$ cat config.mk
export PLATFORM = sky130hd
export DESIGN_NAME = galaga_bullet_scheduler_flat
export DESIGN_NICKNAME = d
export VERILOG_FILES = /design/src/rtl/galaga_bullet_scheduler_pkg.sv /design/src/rtl/galaga_bullet_scheduler_if.sv /design/src/rtl/galaga_bullet_scheduler_prienc.sv /design/src/rtl/galaga_bullet_scheduler.sv /design/src/flat_wrapper.sv
export SDC_FILE = /design/constraint.sdc
export NUM_CORES = 1
export LEC_CHECK = 0
export BUFFER_PORTS_ARGS = -buffer_cell sky130_fd_sc_hd__clkbuf_2
export CAP_MARGIN = 10
export CORE_UTILIZATION = 45
export DETAILED_ROUTE_END_ITERATION = 8
export GPL_TIMING_DRIVEN = 0
export PLACE_DENSITY = 0.75
export SLEW_MARGIN = 10
export SYNTH_ARGS = -nofsm -noshare
export SYNTH_HDL_FRONTEND = slang
export SYNTH_HIERARCHICAL = 1
export SYNTH_SLANG_ARGS = --single-unit
$ cat constraint.sdc
create_clock -name i_Clk -period 11.8 [get_ports i_Clk]
set_input_delay 1.77 -clock i_Clk [delete_from_list [all_inputs] [get_ports i_Clk]]
set_output_delay 1.77 -clock i_Clk [all_outputs]
set_load 0.05 [all_outputs]
$ cat src/rtl/galaga_bullet_scheduler_pkg.sv
// galaga_pkg: shared geometry constants for the GALAGA player-bullet path.
//   X_W/Y_W/POS_W  : coordinate widths; a slot position is {x[9:0], y[8:0]}.
//   DEAD_POSITION  : parking position for retired/unused slots (off-screen).
//   DISPLAY_*      : visible raster size; BULLET_* : bullet sprite size.
package galaga_pkg;
   localparam int unsigned X_W   = 10;
   localparam int unsigned Y_W   = 9;
   localparam int unsigned POS_W = X_W + Y_W;

   localparam logic [X_W-1:0]   DEAD_X        = 10'd720;
   localparam logic [Y_W-1:0]   DEAD_Y        = 9'd500;
   localparam logic [POS_W-1:0] DEAD_POSITION = {DEAD_X, DEAD_Y};

   localparam int unsigned DISPLAY_W = 640;
   localparam int unsigned DISPLAY_H = 480;
   localparam int unsigned BULLET_W  = 2;
   localparam int unsigned BULLET_H  = 8;
endpackage

$ cat src/rtl/galaga_bullet_scheduler_if.sv
// galaga_bullet_scheduler_if: fire/tick handshake and slot-pool view.
//   master : drives frame_tick, fire_req, fire_x, fire_y; observes the rest.
//   slave  : the scheduler; returns fire_ack/fire_drop pulses, slot_pos_flat
//            (slot n at [19n+18:19n]), slot_valid, active_cnt, busy.
interface galaga_bullet_scheduler_if #(
   parameter int unsigned NUM_SLOTS = 16
);
   import galaga_pkg::*;

   logic                       frame_tick;
   logic                       fire_req;
   logic [X_W-1:0]             fire_x;
   logic [Y_W-1:0]             fire_y;
   logic                       fire_ack;
   logic                       fire_drop;
   logic [POS_W*NUM_SLOTS-1:0] slot_pos_flat;
   logic [NUM_SLOTS-1:0]       slot_valid;
   logic [5:0]                 active_cnt;
   logic                       busy;

   modport master (
      output frame_tick, fire_req, fire_x, fire_y,
      input  fire_ack, fire_drop, slot_pos_flat, slot_valid, active_cnt, busy
   );

   modport slave (
      input  frame_tick, fire_req, fire_x, fire_y,
      output fire_ack, fire_drop, slot_pos_flat, slot_valid, active_cnt, busy
   );
endinterface

$ cat src/rtl/galaga_bullet_scheduler_prienc.sv
// galaga_slot_prienc: combinational lowest-index priority encoder.
//   free_mask : one bit per slot, 1 = slot available
//   idx       : lowest set index (0 when none)
//   any       : at least one bit set
module galaga_slot_prienc #(
   parameter int unsigned N     = 16,
   parameter int unsigned IDX_W = 4
) (
   input  logic [N-1:0]     free_mask,
   output logic [IDX_W-1:0] idx,
   output logic             any
);
   always_comb begin
      idx = '0;
      any = 1'b0;
      for (int unsigned i = 0; i < N; i++) begin
         if (free_mask[i] && !any) begin
            idx = IDX_W'(i);
            any = 1'b1;
         end
      end
   end
endmodule

$ cat src/rtl/galaga_bullet_scheduler.sv
// galaga_bullet_scheduler: player-bullet slot pool for the pixel renderer.
//   i_Clk, i_Rst : pixel clock, asynchronous active-high reset
//   bus (slave)  : frame_tick pulse, fire_req/fire_x/fire_y level request,
//                  fire_ack/fire_drop pulses, slot_pos_flat, slot_valid,
//                  active_cnt, busy (FSM not IDLE)
// IDLE allocates on fire or starts a one-slot-per-cycle SCAN on a pending
// frame tick (tick wins); RESP is the one-cycle ack/drop response state.
// Optional macro GALAGA_FIRE_COOLDOWN_EN: refuse fires until COOLDOWN_FRAMES
// frame ticks have elapsed since the last accepted fire.
module galaga_bullet_scheduler
   import galaga_pkg::*;
#(
   parameter int unsigned NUM_SLOTS       = 16,
   parameter int unsigned STEP_Y          = 4,
   parameter int unsigned COOLDOWN_FRAMES = 8
) (
   input  logic                           i_Clk,
   input  logic                           i_Rst,
   galaga_bullet_scheduler_if.slave       bus
);
   localparam logic [1:0] ST_IDLE = 2'd0;
   localparam logic [1:0] ST_SCAN = 2'd1;
   localparam logic [1:0] ST_RESP = 2'd2;

   localparam int unsigned    IDX_W = $clog2(NUM_SLOTS);
   localparam logic [Y_W-1:0] STEP  = Y_W'(STEP_Y);

   if (NUM_SLOTS < 2 || NUM_SLOTS > 32 || STEP_Y == 0 || STEP_Y > 511 ||
       COOLDOWN_FRAMES == 0) begin : g_bad_param
      $error("galaga_bullet_scheduler: parameter out of range");
   end

   logic [1:0]       state;
   logic [IDX_W-1:0] idx;
   logic             tick_pend;
   logic [POS_W-1:0] pos [NUM_SLOTS];
   logic [NUM_SLOTS-1:0] valid;
   logic [5:0]       cnt;
   logic             ack;
   logic             drop;
   logic [IDX_W-1:0] free_idx;
   logic             any_free;
   logic             tick_now;
   logic             fire_ok;

   galaga_slot_prienc #(
      .N     (NUM_SLOTS),
      .IDX_W (IDX_W)
   ) u_prienc (
      .free_mask (~valid),
      .idx       (free_idx),
      .any       (any_free)
   );

   // A tick arriving in the IDLE cycle itself must still beat a same-cycle fire.
   assign tick_now = tick_pend | bus.frame_tick;

`ifdef GALAGA_FIRE_COOLDOWN_EN
   localparam int unsigned CD_W = $clog2(COOLDOWN_FRAMES + 1);
   logic [CD_W-1:0] cd_cnt;
   assign fire_ok = any_free && (cd_cnt == '0);
`else
   assign fire_ok = any_free;
`endif

   always_ff @(posedge i_Clk or posedge i_Rst) begin
      if (i_Rst) begin
         state     <= ST_IDLE;
         idx       <= '0;
         tick_pend <= 1'b0;
         valid     <= '0;
         cnt       <= '0;
         ack       <= 1'b0;
         drop      <= 1'b0;
         for (int unsigned i = 0; i < NUM_SLOTS; i++) pos[i] <= DEAD_POSITION;
`ifdef GALAGA_FIRE_COOLDOWN_EN
         cd_cnt    <= '0;
`endif
      end else begin
         ack  <= 1'b0;
         drop <= 1'b0;
         if (bus.frame_tick) tick_pend <= 1'b1;
`ifdef GALAGA_FIRE_COOLDOWN_EN
         if (bus.frame_tick && cd_cnt != '0) cd_cnt <= cd_cnt - 1'b1;
`endif
         case (state)
            ST_IDLE: begin
               if (tick_now) begin
                  // Overrides the set above: this tick is consumed by the scan.
                  tick_pend <= 1'b0;
                  idx       <= '0;
                  state     <= ST_SCAN;
               end else if (bus.fire_req) begin
                  if (fire_ok) begin
                     pos[free_idx]   <= {bus.fire_x, bus.fire_y};
                     valid[free_idx] <= 1'b1;
                     cnt             <= cnt + 6'd1;
                     ack             <= 1'b1;
`ifdef GALAGA_FIRE_COOLDOWN_EN
                     cd_cnt          <= CD_W'(COOLDOWN_FRAMES);
`endif
                  end else begin
                     drop <= 1'b1;
                  end
                  state <= ST_RESP;
               end
            end
            ST_SCAN: begin
               if (valid[idx]) begin
                  if (pos[idx][Y_W-1:0] < STEP) begin
                     pos[idx]   <= DEAD_POSITION;
                     valid[idx] <= 1'b0;
                     cnt        <= cnt - 6'd1;
                  end else begin
                     pos[idx][Y_W-1:0] <= pos[idx][Y_W-1:0] - STEP;
                  end
               end
               if (idx == IDX_W'(NUM_SLOTS - 1)) state <= ST_IDLE;
               else                              idx   <= idx + IDX_W'(1);
            end
            ST_RESP: state <= ST_IDLE;
            default: state <= ST_IDLE;
         endcase
      end
   end

   always_comb begin
      bus.slot_pos_flat = '0;
      for (int unsigned i = 0; i < NUM_SLOTS; i++)
         bus.slot_pos_flat[i*POS_W +: POS_W] = pos[i];
   end

   assign bus.slot_valid = valid;
   assign bus.active_cnt = cnt;
   assign bus.fire_ack   = ack;
   assign bus.fire_drop  = drop;
   assign bus.busy       = (state != ST_IDLE);
endmodule

$ cat src/flat_wrapper.sv
// flat-port wrapper written by rule: the top's interface ports become plain ports
module galaga_bullet_scheduler_flat import galaga_pkg::*;
#(
   parameter int unsigned NUM_SLOTS       = 16,
   parameter int unsigned STEP_Y          = 4,
   parameter int unsigned COOLDOWN_FRAMES = 8
)
  (i_Clk, i_Rst, bus_frame_tick, bus_fire_req, bus_fire_x, bus_fire_y, bus_fire_ack, bus_fire_drop, bus_slot_pos_flat, bus_slot_valid, bus_active_cnt, bus_busy);
  galaga_bullet_scheduler_if #(.NUM_SLOTS(NUM_SLOTS)) bus_i ();
  input  logic i_Clk;
  input  logic i_Rst;
  input wire logic [$bits(bus_i.frame_tick)-1:0] bus_frame_tick;
  input wire logic [$bits(bus_i.fire_req)-1:0] bus_fire_req;
  input wire logic [$bits(bus_i.fire_x)-1:0] bus_fire_x;
  input wire logic [$bits(bus_i.fire_y)-1:0] bus_fire_y;
  output wire logic [$bits(bus_i.fire_ack)-1:0] bus_fire_ack;
  output wire logic [$bits(bus_i.fire_drop)-1:0] bus_fire_drop;
  output wire logic [$bits(bus_i.slot_pos_flat)-1:0] bus_slot_pos_flat;
  output wire logic [$bits(bus_i.slot_valid)-1:0] bus_slot_valid;
  output wire logic [$bits(bus_i.active_cnt)-1:0] bus_active_cnt;
  output wire logic [$bits(bus_i.busy)-1:0] bus_busy;
  assign bus_i.frame_tick = bus_frame_tick;
  assign bus_i.fire_req = bus_fire_req;
  assign bus_i.fire_x = bus_fire_x;
  assign bus_i.fire_y = bus_fire_y;
  assign bus_fire_ack = bus_i.fire_ack;
  assign bus_fire_drop = bus_i.fire_drop;
  assign bus_slot_pos_flat = bus_i.slot_pos_flat;
  assign bus_slot_valid = bus_i.slot_valid;
  assign bus_active_cnt = bus_i.active_cnt;
  assign bus_busy = bus_i.busy;
  galaga_bullet_scheduler #(.NUM_SLOTS(NUM_SLOTS), .STEP_Y(STEP_Y), .COOLDOWN_FRAMES(COOLDOWN_FRAMES)) u_core (.i_Clk(i_Clk), .i_Rst(i_Rst), .bus(bus_i));
endmodule
; ---- Word-level counts from Yosys, hierarchy flattened
; Index checks and enable logic that the tools add are counted.
[word_totals]
ff_bits = 335
output_inout_bits = 329
wordCells = 182
inputBits = 23
[op_classes]
mux = 84
n_lt_le_gt_ge = 9
bitwise = 10
add_sub_neg = 4
eq_ne = 11
reduce_logical = 41
[op_table]
columns = op, n
row1 = 304-bit two-way mux, 5
row2 = 304-bit bitwise mux, 2
row3 = 304-bit one-hot mux with 2 select lines, 1
row4 = 19-bit demux with 4-bit select, 3
row5 = 160-bit bitwise OR, 1
row6 = 144-bit AND, 1
row7 = 144-bit NOT, 1
row8 = 16-bit two-way mux, 5
row9 = 19-bit binary-select mux with 4-bit select, 1
row10 = 4-bit two-way mux, 16
row11 = 19-bit two-way mux, 2
row12 = 16-bit NOT, 2
row13 = 16-bit one-hot mux with 2 select lines, 1
row14 = 1-bit two-way mux, 31
row15 = 6-bit two-way mux, 5
row16 = 9-bit two-way mux, 3
row17 = 1-bit logical AND, 19
row18 = 16-bit AND, 1
row19 = 16-bit bitwise OR, 1
row20 = 1-bit logical NOT, 15
row21 = 6-bit one-hot mux with 2 select lines, 1
row22 = 5-bit greater-or-equal comparator (second input constant), 2
row23 = 4-bit by 5-bit less-than comparator with 1-bit output (second input constant), 2
row24 = 5-bit by 1-bit less-than comparator with 1-bit output (second input constant), 2
row25 = other kinds (24), 36

; ---- Logic depth before layout (Yosys ltp)
[logic_depth]
depth_word = 57
ltp_mapped = 16
depth_no_buf = 12

; ---- Hierarchy
; The synthesis kept the hierarchy.
[by_module_without_submodules]
columns = mod, cells_per_inst, instances, area_per_inst_um2, seq_area_each_um2
row1 = galaga_bullet_scheduler, 1588, 1, 16923.7, 8583.2
row2 = galaga_slot_prienc, 30, 1, 183.9, 0.0

; ---- Least setup slack after synthesis
; Ideal clock, no wire load.
[synth_timing]
kind = input -> register
start = in bus_frame_tick
end = reg u_core.pos (netlist bit u_core/bus.slot_pos_flat[139])
t_required_ns = 11.740
setup_ns = 0.060
setup_slack_ns = 8.236
stages = 9
n_path_buf = 1
arrival_ns = 3.503
cell_sequence = nor2_1 -> and3_1 -> nand2_1 -> clkinv_1 -> a21oi_4 -> buf_4 -> nor2_1 -> a22oi_2 -> o22a_1
[synth_via]
elab_chain_len = 3
[synth_lines]
columns = item, line_no
row1 = "start, declared", flat_wrapper.sv:12  ; input wire logic [$bits(bus_i.frame_tick)-1:0] bus_frame_tick;
row2 = 1-bit bitwise OR, galaga_bullet_scheduler.sv:56  ; assign tick_now = tick_pend | bus.frame_tick;
row3 = 2-bit inequality test (no source line), n/a
row4 = 5-bit AND reduction (no source line), n/a
row5 = "end signal, assigned by index", galaga_bullet_scheduler.sv:95  ; pos[free_idx] <= {bus.fire_x, bus.fire_y};
row6 = "end signal, assigned by index", galaga_bullet_scheduler.sv:115  ; pos[idx][Y_W-1:0] <= pos[idx][Y_W-1:0] - STEP;
row7 = "end, declared", galaga_bullet_scheduler.sv:36  ; logic [POS_W-1:0] pos [NUM_SLOTS];
; No other way between the ends.
; A chain may end at the register's enable or synchronous reset.

; ---- Worst setup path after layout
[layout_timing]
start = reg u_core.idx[1]
end = reg u_core.pos (netlist bit u_core/bus.slot_pos_flat[215])
[layout_via]
elab_chain_len = 9
elab_cells_between_ends = 22
cone_classes = add/sub: 1 / order compare: 3 / eq/ne: 1 / mux: 13 / bitwise: 2 / reduce/logical: 2
[layout_lines]
columns = item, line_no
row1 = "start, declared", galaga_bullet_scheduler.sv:34  ; logic [IDX_W-1:0] idx;
row2 = "start signal, assigned", galaga_bullet_scheduler.sv:119  ; else idx <= idx + IDX_W'(1);
row3 = 4-bit NOT with 5-bit output (implied by the code), "galaga_bullet_scheduler.sv:110, galaga_bullet_scheduler.sv:111, galaga_bullet_scheduler.sv:115"
row4 = 19-bit binary-select mux with 4-bit select (tied with other cells), "galaga_bullet_scheduler.sv:110, galaga_bullet_scheduler.sv:115"
row5 = 9-bit two-way mux (implied by the code) / 1-bit logical AND (equally long branches), "galaga_bullet_scheduler.sv:110, galaga_bullet_scheduler.sv:115, galaga_bullet_scheduler.sv:111"
row6 = 9-bit two-way mux (implied by the code) (tied with other cells), "galaga_bullet_scheduler.sv:110, galaga_bullet_scheduler.sv:115"
row7 = 9-bit by 3-bit subtractor with 9-bit output (tied with other cells), galaga_bullet_scheduler.sv:115
row8 = 304-bit bitwise mux / 160-bit bitwise OR (equally long branches), n/a
row9 = 304-bit two-way mux, galaga_bullet_scheduler.sv:110  ; if (pos[idx][Y_W-1:0] < STEP) begin
row10 = 304-bit two-way mux, galaga_bullet_scheduler.sv:109  ; if (valid[idx]) begin
row11 = 304-bit one-hot mux with 2 select lines, galaga_bullet_scheduler.sv:86  ; case (state)
; Several ways; a longest one is shown, not always the timed one. The select of a mux whose other input is x is not followed.

==> out/summary.txt <==
placed cells: 2482
post-synthesis net count: 1651
final std cells w/o fill: 2554
Mapped Cells: 1618
dpl hpwl: 56400 microns
CP max FO: 10
crit share post-route: 0.437
Psw: 0.00393 W
distinct cell type count after synthesis: 68
unrepaired setup endpoints after global routing: no
layout cell share with drive strength beyond 1: 0.329
routability cong.: 1.01
Residual DRC: 0
Sequential Power Share: 0.256
mapped cell area: 0.0171 sq mm
Sw Ratio: 0.542
Int Pwr: 0.00332 W
Hold WC Path Type: flip-flop to flip-flop
postcts setup bufs: 0
maxcap violations: 0
Slew @ Worst Pin: 1.10 ns
synth-to-layout area growth: 22.2%
fin crit period: 5.16 ns
# hold bufs at CTS: 0
area share of and/or/nand/nor cells after synthesis: 0.0853
Iteration-0 DRC Markers: 2254
CP Launch Type: flip-flop
Setup CP Type: flip-flop to flip-flop
Compound-Gate Fraction of Synth Area: 0.302
Rel. slew slack: 0.269
CP endpoint kind: flip-flop
total wire length: 73800 microns
Starting Density: 0.455
Syn Area/Cell: 10.6 sq um
vias in the first global route: 16500
maximum VDD drop: 0.000204 V
chip width: 197 microns
Worst EP arrival: 5.64 ns
die area: 0.0388 sq mm
WP buf/inv: 7
cts repair resizes: 0
largest area contributor in the netlist: dfrtp_1
Fmax achieved: 0.194 GHz
nets: 2045
Synth top area share: 0.256
antenna viol nets, final: 0
register bit count reported by yosys: 335
total grt overflow: 0
Clock Power Share: 0.171
mux cell area share after synthesis: 0.0614
fin util: 0.556
number of clock sinks: 335
Gate power share: 0.573
Pwr Density: 347 mW/mm^2
CTS buffer count: 39
Pre-antenna DRT Iters: 7
CP max-delay cell: xnor2_1
WL/cell: 28.9 microns
final setup fails: 0
post-synthesis adder-cell area fraction: 0.00775
I/O Buffers: 349
post-DR vias/cell: 6.73
top cell family by delay on the critical path: buffers and inverters
gr usage total: 0.378
cell occurring most often along the worst timing path: buf_2
crit-path cells: buf_2 -> buf_6 -> buf_2 -> mux4_2 -> a22oi_1 -> nand2_1 -> buf_2 -> clkbuf_1 -> inv_1 -> ha_1 -> nand4_1 -> nand2_1 -> xnor2_1 -> clkbuf_1 -> o22ai_1 -> o22a_1
Final TNS setup: 0 ns
Main synth FF type: dfrtp_1
std cell rows: 71
register area share after synthesis: 0.502
H-tree depth: 2
Skew-Pair Late Insertion Delay: 0.57 ns
PnR worst setup slack: 6.64 ns
FFs w/ async S/R, synth: 1.00
core footprint: 0.0376 sq mm
# IOs: 352
CTS Buffer Depth: 3
Pleak: 9.07 nW
worst endpoint required time: 12.28 ns
largest net degree at the start of global routing: 123
clock slew at reported path FFs: 0.06 ns
Die H: 197 microns
Vias: 17200
run status: finished clean
number of synthesized flops with an enable pin: 0
slowest stage delay, CP: 0.63 ns
fraction of synthesized cell area in xor and xnor cells: 0.00461
global-route wire length before repair: 108000 microns
TritonCTS clock tree: done
Clock Skew: 0.0260 ns
Slew Limit Fails: 0
yosys warns: 6
pre-CTS setup slack: 6.79 ns
number of antenna violations at the first check in global routing: 0
largest family of logic cells by synthesized area: compound AO/OA/AOI/OAI gates
Pwr Total: 0.00725 W
Root Buffer: clkbuf_16
Final Hold Viols: 0
top post-synthesis cells by area: dfrtp_1 (26%), dfstp_2 (25%), a22o_1 (11%), mux4_2 (5.3%), a21oi_1 (4.8%)
==> cells by family after synthesis <==
logic type,after synthesis
buffers and inverters,158
AOI/OAI and AO/OA,728
and+or+nand+nor,323
muxes,55
DFF,335
adders and majority gates,10
xor gates and xnor gates,9
==> sequential cells by signal, indices dropped and copies added, names as in the netlist <==
register / cells
u_core/bus.active_cnt: 6
u_core/bus.fire_ack: 1
u_core/bus.fire_drop: 1
u_core/bus.slot_pos_flat: 304
u_core/bus.slot_valid: 16
u_core/idx: 4
u_core/state: 2
u_core/tick_pend: 1
==> metrics by stage <==
stage	hold WS (ns)	cell area, sq um
6_report	0.481	20900
5_1_grt	0.512	20900
2_1_floorplan	0.462	17100
4_1_cts	0.480	20900
3_5_place_dp	0.472	19600
3_3_place_gp	0.460	19500
==> synthesized netlist by cell type, types with 10 or more instances <==
cell type	n
a22o_1	224
dfrtp_1	175
a21oi_1	164
dfstp_2	160
nand2_1	131
o22ai_1	128
nor2_1	95
clkbuf_1	86
o21ai_0	77
mux4_2	40
inv_1	35
buf_2	23
o22a_1	22
a221oi_1	20
and2_1	20
mux2i_1	15
nand2b_1	15
nor3_1	13
a22oi_1	12
a31oi_1	12
a221oi_2	10
a222oi_1	10
nor2b_1	10
==> worst reg2reg max path: stages (launching register included) <==
cell and delay [ns]:
dfrtp_1 0.39, buf_2 0.38, buf_6 0.27, buf_2 0.47
mux4_2 0.36, a22oi_1 0.10, nand2_1 0.17, buf_2 0.27
clkbuf_1 0.49, inv_1 0.10, ha_1 0.30, nand4_1 0.16
nand2_1 0.11, xnor2_1 0.63, clkbuf_1 0.48, o22ai_1 0.18
o22a_1 0.23
==> layout make-up <==
class | instances | area, sq um
clock inverters | 14 | 188
fillers | 3318 | 16700
inverters | 37 | 146
diodes | 1 | 2.50
multi-input cells | 1125 | 7900
well taps | 511 | 639
clock buffers | 57 | 1110
flip-flops and latches | 335 | 8580
repair buffers | 353 | 1820
plain buffers | 121 | 505
==> path summary, 6_finish.rpt <==
path	startpoint	depth (start not counted)	slack, ns	to
min in group asynchronous	i_Rst	2	1.38	u_core/bus.slot_pos_flat[106]
min	u_core/bus.active_cnt[5]	1	0.48	u_core/bus.active_cnt[5]
max reg2reg	u_core/idx[1]	16	6.64	u_core/bus.slot_pos_flat[215]
max	u_core/idx[1]	16	6.64	u_core/bus.slot_pos_flat[215]
min reg2reg	u_core/bus.active_cnt[5]	1	0.48	u_core/bus.active_cnt[5]
max in group asynchronous	i_Rst	3	9.37	u_core/bus.slot_pos_flat[3]
==> routing by layer <==
layer / vias to the layer above / global-route usage / routed length [microns] / share of wire
met1: 8536 / 0.499 / 28200 / 0.38
met5: - / 0 / 0 / 0
met2: 1365 / 0.590 / 33400 / 0.45
met4: 0 / 0.189 / 3900 / 0.053
met3: 222 / 0.0808 / 8260 / 0.11
li1: 7071 / - / - / -
==> power by group through the flow <==
stage / sequential (W) / clock (W) / combinational (W)
finish: 0.00186 / 0.00124 / 0.00415
floorplan: 0.00269 / 0 / 0.00186
global route: 0.00188 / 0.00130 / 0.00430
detailed placement: 0.00186 / 0 / 0.00402
global placement: 0.00185 / 0 / 0.00397
CTS: 0.00185 / 0.00125 / 0.00403
==> cells in the final DEF, fill, tap and decap left out, types with 5 or more instances in the layout <==
| cell type | count |
|---|---|
| nor2_1 | 95 |
| clkbuf_8 | 7 |
| buf_1 | 8 |
| clkbuf_16 | 39 |
| a22oi_1 | 12 |
| o22a_1 | 22 |
| nand2b_1 | 15 |
| xor2_1 | 5 |
| inv_1 | 34 |
| nand3_1 | 9 |
| a21oi_1 | 164 |
| nand2_1 | 131 |
| o21ai_1 | 6 |
| and2_1 | 20 |
| o21ai_0 | 77 |
| or2_2 | 6 |
| clkbuf_1 | 97 |
| ha_1 | 9 |
| nor3_1 | 11 |
| buf_2 | 23 |
| dfstp_2 | 160 |
| a221oi_1 | 20 |
| a221oi_2 | 10 |
| o2bb2ai_1 | 7 |
| mux2i_1 | 15 |
| a22o_1 | 224 |
| a222oi_1 | 10 |
| and3_1 | 5 |
| o22ai_1 | 128 |
| a31oi_1 | 12 |
| dfrtp_1 | 175 |
| clkbuf_2 | 349 |
| nor2b_1 | 10 |
| mux4_2 | 40 |
Note: power is estimated with default switching activity, not from simulation.
